### src/rtl/fifo_bank_if.sv
// Purpose : shared-data / per-FIFO-cke bus between the routing matrix tx side and a FIFO bank, plus show-ahead read ports.
// Latency : n/a (signal bundle only).
// Backpressure: full/ovf report drops back to the matrix; rdy/pop are the consumer-side valid/ready pair per FIFO.
//
// Signals: data (shared write word), cke (per-FIFO push), pop (per-FIFO read strobe),
//          full/rdy/ovf (per-FIFO flags), q (packed head words, FIFO i at [(i+1)*O-1:i*O]),
//          level (per-FIFO word count, only when FIFO_BANK_LEVEL_EN is defined).
// Modports: master = matrix + consumers driving the bank, slave = the bank itself.
interface fifo_bank_if #(
    parameter int N = 8,    // number of FIFOs
    parameter int O = 8,    // data width
    parameter int D = 16    // depth per FIFO
);
    logic [O-1:0]   data;
    logic [N-1:0]   cke;
    logic [N-1:0]   pop;
    logic [N-1:0]   full;
    logic [N-1:0]   rdy;
    logic [N-1:0]   ovf;
    logic [N*O-1:0] q;
`ifdef FIFO_BANK_LEVEL_EN
    logic [N*($clog2(D)+1)-1:0] level;
`endif

    modport master (
        output data, cke, pop,
        input  full, rdy, ovf, q
`ifdef FIFO_BANK_LEVEL_EN
        , input level
`endif
    );

    modport slave (
        input  data, cke, pop,
        output full, rdy, ovf, q
`ifdef FIFO_BANK_LEVEL_EN
        , output level
`endif
    );
endinterface

### src/rtl/fifo_bank.sv
// Purpose : bank of N independent show-ahead FIFOs fed from one shared write bus with per-FIFO push enables.
// Latency : 1 cycle write-to-read; head word is visible on q as soon as rdy is high.
// Backpressure: pushes to a full FIFO are dropped and latch the sticky ovf bit; a same-cycle pop makes room.
//
// Ports: clk, rst (synchronous, active-high), bus (fifo_bank_if.slave: data, cke, pop in;
//        full, rdy, ovf, q out).
// Optional: define FIFO_BANK_LEVEL_EN to add bus.level, the per-FIFO word count (0..D).
module fifo_bank #(
    parameter int N = 8,    // number of FIFOs (1..32)
    parameter int O = 8,    // data width in bits
    parameter int D = 16    // depth in words, power of two, >= 2
) (
    input  logic         clk,
    input  logic         rst,
    fifo_bank_if.slave   bus
);
    localparam int AW = $clog2(D);
    localparam int CW = AW + 1;

    logic [AW-1:0] wrptr_q [N];
    logic [AW-1:0] wrptr_d [N];
    logic [AW-1:0] rdptr_q [N];
    logic [AW-1:0] rdptr_d [N];
    logic [CW-1:0] cnt_q   [N];
    logic [CW-1:0] cnt_d   [N];
    logic [N-1:0]  ovf_q;
    logic [N-1:0]  ovf_d;

    logic [N-1:0]  full_w;
    logic [N-1:0]  rdy_w;
    logic [N-1:0]  pop_ok;
    logic [N-1:0]  push_ok;

    // Storage is not reset; only pointers and count define what is valid.
    logic [O-1:0]  mem_q [N][D];

    // Next-state: flags come from the registered count, so they only move after an edge.
    always_comb begin
        for (int i = 0; i < N; i++) begin
            full_w[i]  = (cnt_q[i] == CW'(D));
            rdy_w[i]   = (cnt_q[i] != '0);
            pop_ok[i]  = bus.pop[i] & rdy_w[i];
            // A pop in the same cycle frees the slot a full FIFO needs for the push.
            push_ok[i] = bus.cke[i] & (~full_w[i] | pop_ok[i]);
            // Pointers are exactly AW bits, so D-1 -> 0 wrap is the natural overflow.
            wrptr_d[i] = wrptr_q[i] + AW'(push_ok[i]);
            rdptr_d[i] = rdptr_q[i] + AW'(pop_ok[i]);
            cnt_d[i]   = cnt_q[i] + CW'(push_ok[i]) - CW'(pop_ok[i]);
            ovf_d[i]   = ovf_q[i] | (bus.cke[i] & full_w[i] & ~pop_ok[i]);
        end
    end

    always_ff @(posedge clk) begin
        if (rst) begin
            for (int i = 0; i < N; i++) begin
                wrptr_q[i] <= '0;
                rdptr_q[i] <= '0;
                cnt_q[i]   <= '0;
            end
            ovf_q <= '0;
        end else begin
            for (int i = 0; i < N; i++) begin
                wrptr_q[i] <= wrptr_d[i];
                rdptr_q[i] <= rdptr_d[i];
                cnt_q[i]   <= cnt_d[i];
            end
            ovf_q <= ovf_d;
        end
    end

    // A write during reset lands in storage but is discarded by the pointer reset.
    always_ff @(posedge clk) begin
        for (int i = 0; i < N; i++) begin
            if (push_ok[i]) begin
                mem_q[i][wrptr_q[i]] <= bus.data;
            end
        end
    end

    // Show-ahead read: head word is always the location at rdptr.
    always_comb begin
        bus.q = '0;
        for (int i = 0; i < N; i++) begin
            bus.q[i*O +: O] = mem_q[i][rdptr_q[i]];
        end
    end

    assign bus.full = full_w;
    assign bus.rdy  = rdy_w;
    assign bus.ovf  = ovf_q;

`ifdef FIFO_BANK_LEVEL_EN
    always_comb begin
        bus.level = '0;
        for (int i = 0; i < N; i++) begin
            bus.level[i*CW +: CW] = cnt_q[i];
        end
    end
`endif
endmodule

### src/flat_wrapper.sv
// flat-port wrapper written by rule: the top's interface ports become plain ports
module fifo_bank_flat 
#(
    parameter int N = 8,                              
    parameter int O = 8,                         
    parameter int D = 16                                         
)
  (clk, rst, bus_data, bus_cke, bus_pop, bus_full, bus_rdy, bus_ovf, bus_q);
  fifo_bank_if #(.N(N), .O(O), .D(D)) bus_i ();
  input  logic clk;
  input  logic rst;
  input wire logic [$bits(bus_i.data)-1:0] bus_data;
  input wire logic [$bits(bus_i.cke)-1:0] bus_cke;
  input wire logic [$bits(bus_i.pop)-1:0] bus_pop;
  output wire logic [$bits(bus_i.full)-1:0] bus_full;
  output wire logic [$bits(bus_i.rdy)-1:0] bus_rdy;
  output wire logic [$bits(bus_i.ovf)-1:0] bus_ovf;
  output wire logic [$bits(bus_i.q)-1:0] bus_q;
  assign bus_i.data = bus_data;
  assign bus_i.cke = bus_cke;
  assign bus_i.pop = bus_pop;
  assign bus_full = bus_i.full;
  assign bus_rdy = bus_i.rdy;
  assign bus_ovf = bus_i.ovf;
  assign bus_q = bus_i.q;
  fifo_bank #(.N(N), .O(O), .D(D)) u_core (.clk(clk), .rst(rst), .bus(bus_i));
endmodule
### config.mk
export PLATFORM = sky130hd
export DESIGN_NAME = fifo_bank_flat
export DESIGN_NICKNAME = d
export VERILOG_FILES = /design/src/rtl/fifo_bank_if.sv /design/src/rtl/fifo_bank.sv /design/src/flat_wrapper.sv
export SDC_FILE = /design/constraint.sdc
export NUM_CORES = 1
export LEC_CHECK = 0
export ABC_AREA = 0
export CAP_MARGIN = 5
export CORE_MARGIN = 8
export CORE_UTILIZATION = 52
export DETAILED_ROUTE_END_ITERATION = 10
export GPL_TIMING_DRIVEN = 0
export PLACE_DENSITY_LB_ADDON = 0.15
export SYNTH_ARGS = -nofsm -noshare
export SYNTH_HDL_FRONTEND = slang
export SYNTH_SLANG_ARGS = --single-unit
### constraint.sdc
create_clock -name clk -period 7.6 [get_ports clk]
set_input_delay 1.14 -clock clk [delete_from_list [all_inputs] [get_ports clk]]
set_output_delay 1.14 -clock clk [all_outputs]
set_load 0.05 [all_outputs]
==> results.yml, run 1 <==
floorplan:
  ios: 114
  die-area_um2: 97000
  die_w_um: 311
  core_region_area_um2: 86600
  rows: 108
  die_y_um: 311
  start_util_pct: 52.4
synthesis:
  avgSynthCellArea_um2: 19.3
  yosys.area.top_type: "edfxtp_1"
  synth_cell_types: 38
  netlist_instances: 2346
  synthFlopType: "edfxtp_1"
  synth-async-reset-ratio_pct: 0
  ys_seq_area_share_pct: 72.7
  synth_top_area_share_pct: 67.8
  synth_edf_count: 1024
  ys_ff_latch: 1136
  synth.net_count: 2460
  synth_area_um2: 45400
  yosysWarnings: 0
  synthTopCellsByArea: "edfxtp_1 68%, mux4_2 7.1%, mux4_1 6.5%, dfxtp_1 4.9%, ha_1 2.2%"
placement:
  gp_congestion: 0.791
  io_buffers: 112
  dp_hpwl_mm: 61.5
  place_inst: 3623
critical_path:
  cp_max_fo: 10
  startpoint: "u_core.rdptr_q[0][17]"
  reg2reg_slack_ps: 3890
  critPathLaunchType: "register"
  cp.arrival_ps: 3490
  critPathMaxStageDelay_ps: 760
  path_buf_inv: 3
  cp_cell_sequence: "buf_2 > clkbuf_1 > mux4_2 > a22oi_1 > nand2_1 > clkdlybuf4s50_1"
  crit_type: "register to output port"
  r2r-end: "u_core.mem_q[0][252]"
  critPathTopFamily: "buffers and inverters"
  endpoint_kind: "output port"
  rr_worst_depth: 6
  cpMaxStageDelayCell: "clkdlybuf4s50_1"
  reg2reg_from: "u_core.cnt_q[0][7]"
  cp.required_ps: 6460
cts:
  cts_tree: "yes"
  insertion_delay_ps: 680
  cts_sinks: 1136
  holdBufCountCts: 0
  postCtsSetupBuffers: 0
  clk_pin_slew_worst_paths_ps: 60
  cts-buffers-inserted: 115
  root_buffer: "clkbuf_16"
  htree_levels: 3
  post_cts_resized: 0
  clock_path_buffers: 3
sta:
  clock.fmax_ghz: 0.216
  finalSetupViolations: 0
  fin_crit_sh_pct: 60.9
  fin_setup_tns_ps: 0
  fin_skew_ps: 28.0
  rsz0062_at_grt: "no"
  worstMarginPinSlew_ps: 1320
  maxSlewViolCount: 0
  min_period_ps: 4630
  hold_violations: 0
  relSlewSlack_pct: 11.5
min_path:
  holdPathStages: 2
  hold_class: "register to register"
  holdPathEnd: "u_core.bus.ovf[0]"
  hold_path_startpoint: "u_core.bus.ovf[0]"
global_route:
  first_global_vias: 23100
  antenna_found_initial: 2
  grt_pass1_wl_mm: 144
  grtUsageTotal_pct: 19.4
  grt_overflow: 0
  grt_start_max_net_pins: 97
power:
  cellPowerDensity_nw_per_um2: 330
  peakVddDrop_v: 0.000239
  p_leak_nw: 17.3
  p_total_mw: 17.2
finish:
  layout.cells.non_filler: 3856
  fin_util_pct: 60.2
  syn_to_final_growth_pct: 14.9
  final_cell_mix: "1024 x edfxtp_1, 173 x nor2_1, 144 x mux4_2"
  antenna_cells: 0
  final_nets: 2716
  mostFrequentLayoutCell: "edfxtp_1"
  drive_gt1_share_pct: 16.6
  nFillCells: 6187
detailed_routing:
  drt_iter0_drc: 1827
  wire_per_inst_um: 24.9
  drt_first_pass_iters: 5
  drc: 0
  num_vias: 22400
  ant_nets: 0
  avgViaCountPerCell: 5.81
  wl_mm: 96.0
flow_run:
  maxCapViolCount: 0
run_status:
  status: "finished clean"
-- registers in the layout, summed over array words and instances (netlist names) --
name,cells
u_core.wrptr_q,32
u_core.cnt_q,40
u_core.bus.ovf,8
u_core.rdptr_q,32
u_core.mem_q,1024
-- final cells by class --
class                      instances  area (µm²)  area share, %
sequential                      1136       33000           63.2
inverter                          64         240          0.460
clock inverter                    67         777           1.49
buffer                           113         815           1.56
tap                             1155        1450           2.77
clock buffer                     149        3080           5.90
timing repair buffer             139        1460           2.80
multi-input combinational       1033       11400           21.8
-- through the flow --
| stage | hold slack [ps] | setup WS [ps] | cell area, µm² |
|---|---|---|---|
| floorplan | 522 | 4450 | 45400 |
| global placement | 448 | 1470 | 47900 |
| detailed placement | 465 | 2910 | 48200 |
| CTS | 479 | 2930 | 52000 |
| global route | 510 | 2890 | 52200 |
| finish | 473 | 2970 | 52200 |
-- power by group --
| part | switching, mW | total [mW] | internal, mW |
|---|---|---|---|
| clock | 2.36 | 5.68 | 3.32 |
| sequential | 0.131 | 7.20 | 7.07 |
| combinational | 2.46 | 4.32 | 1.86 |
-- Yosys cell counts, types with 4 or more instances --
| cell type | instances |
|---|---|
| buf_4 | 8 |
| a21boi_1 | 7 |
| mux4_2 | 144 |
| buf_2 | 24 |
| clkdlybuf4s25_2 | 24 |
| fa_1 | 8 |
| xor2_1 | 24 |
| a21o_1 | 8 |
| nor2b_1 | 60 |
| o21ai_0 | 4 |
| or3_1 | 4 |
| a21oi_1 | 21 |
| inv_1 | 64 |
| nor3_1 | 36 |
| nand3b_1 | 16 |
| nand4b_1 | 4 |
| nor3b_1 | 4 |
| mux4_1 | 112 |
| nand3_1 | 28 |
| dfxtp_1 | 112 |
| nor2_1 | 173 |
| o21bai_1 | 4 |
| clkbuf_1 | 32 |
| ha_1 | 80 |
| a31oi_1 | 7 |
| and2_1 | 16 |
| edfxtp_1 | 1024 |
| a22oi_1 | 128 |
| buf_6 | 24 |
| and4bb_2 | 7 |
| nand2_1 | 80 |
| xnor2_1 | 28 |
| nand2b_1 | 16 |
| or4b_2 | 4 |
| and2b_1 | 8 |
-- worst register-to-register path, stage by stage (launching register included) --
cell	delay, ps
dfxtp_1	330
inv_1	60
ha_1	210
and4bb_2	300
a21boi_1	940
nand2_1	350
nor3_1	1100
-- routing by layer --
layer	track usage [%]	routed length [µm]	vias to the layer above	share of wire (%)
li1	-	-	9974	-
met1	26.8	41300	11700	43
met2	32.1	47300	624	49
met3	3.34	5360	133	5.6
met4	5.20	2100	0	2.2
met5	0	0	-	0
-- cell families (layout without fill, tap and decap cells) --
| kind of cell | after synthesis | count (layout) | synth area share (%) |
|---|---|---|---|
| compound gates | 180 | 180 | 2.82 |
| xor+xnor | 52 | 52 | 1.00 |
| fa+ha+maj | 88 | 88 | 2.56 |
| buf+inv | 177 | 532 | 2.32 |
| flops | 1136 | 1136 | 72.7 |
| mux | 256 | 256 | 13.6 |
| simple gates | 457 | 457 | 4.97 |
-- how the worst max path moves through the flow --
stage	to	cells past startpoint
floorplan	u_core.cnt_q[0][4]	12
global placement	u_core.mem_q[1][418]	1
detailed placement	u_core.mem_q[0][242]	5
CTS	bus_q[34]	6
global route	bus_q[34]	6
finish	bus_q[34]	6
(Power assumes the default switching activity.)
==> run 2, diff against run 1 <==
clock period = 4.2 ns   (was 7.6 ns; I/O delays follow)
==> results of run 2 <==
Same layout as run 1 (identical final DEF). Status: finished clean.
Main changes from that run: setup slack after placement 2910 ps -> 23.8 ps; setup slack after layout 2970 ps -> 78.1 ps; hold slack 473 ps -> 308 ps; register-to-register setup slack 3890 ps -> 490 ps; end point of the worst hold path u_core.bus.ovf[0] -> u_core.cnt_q[0][0]; total power 17.2 mW -> 31.1 mW; worst IR drop on VDD 0.000239 V -> 0.000433 V
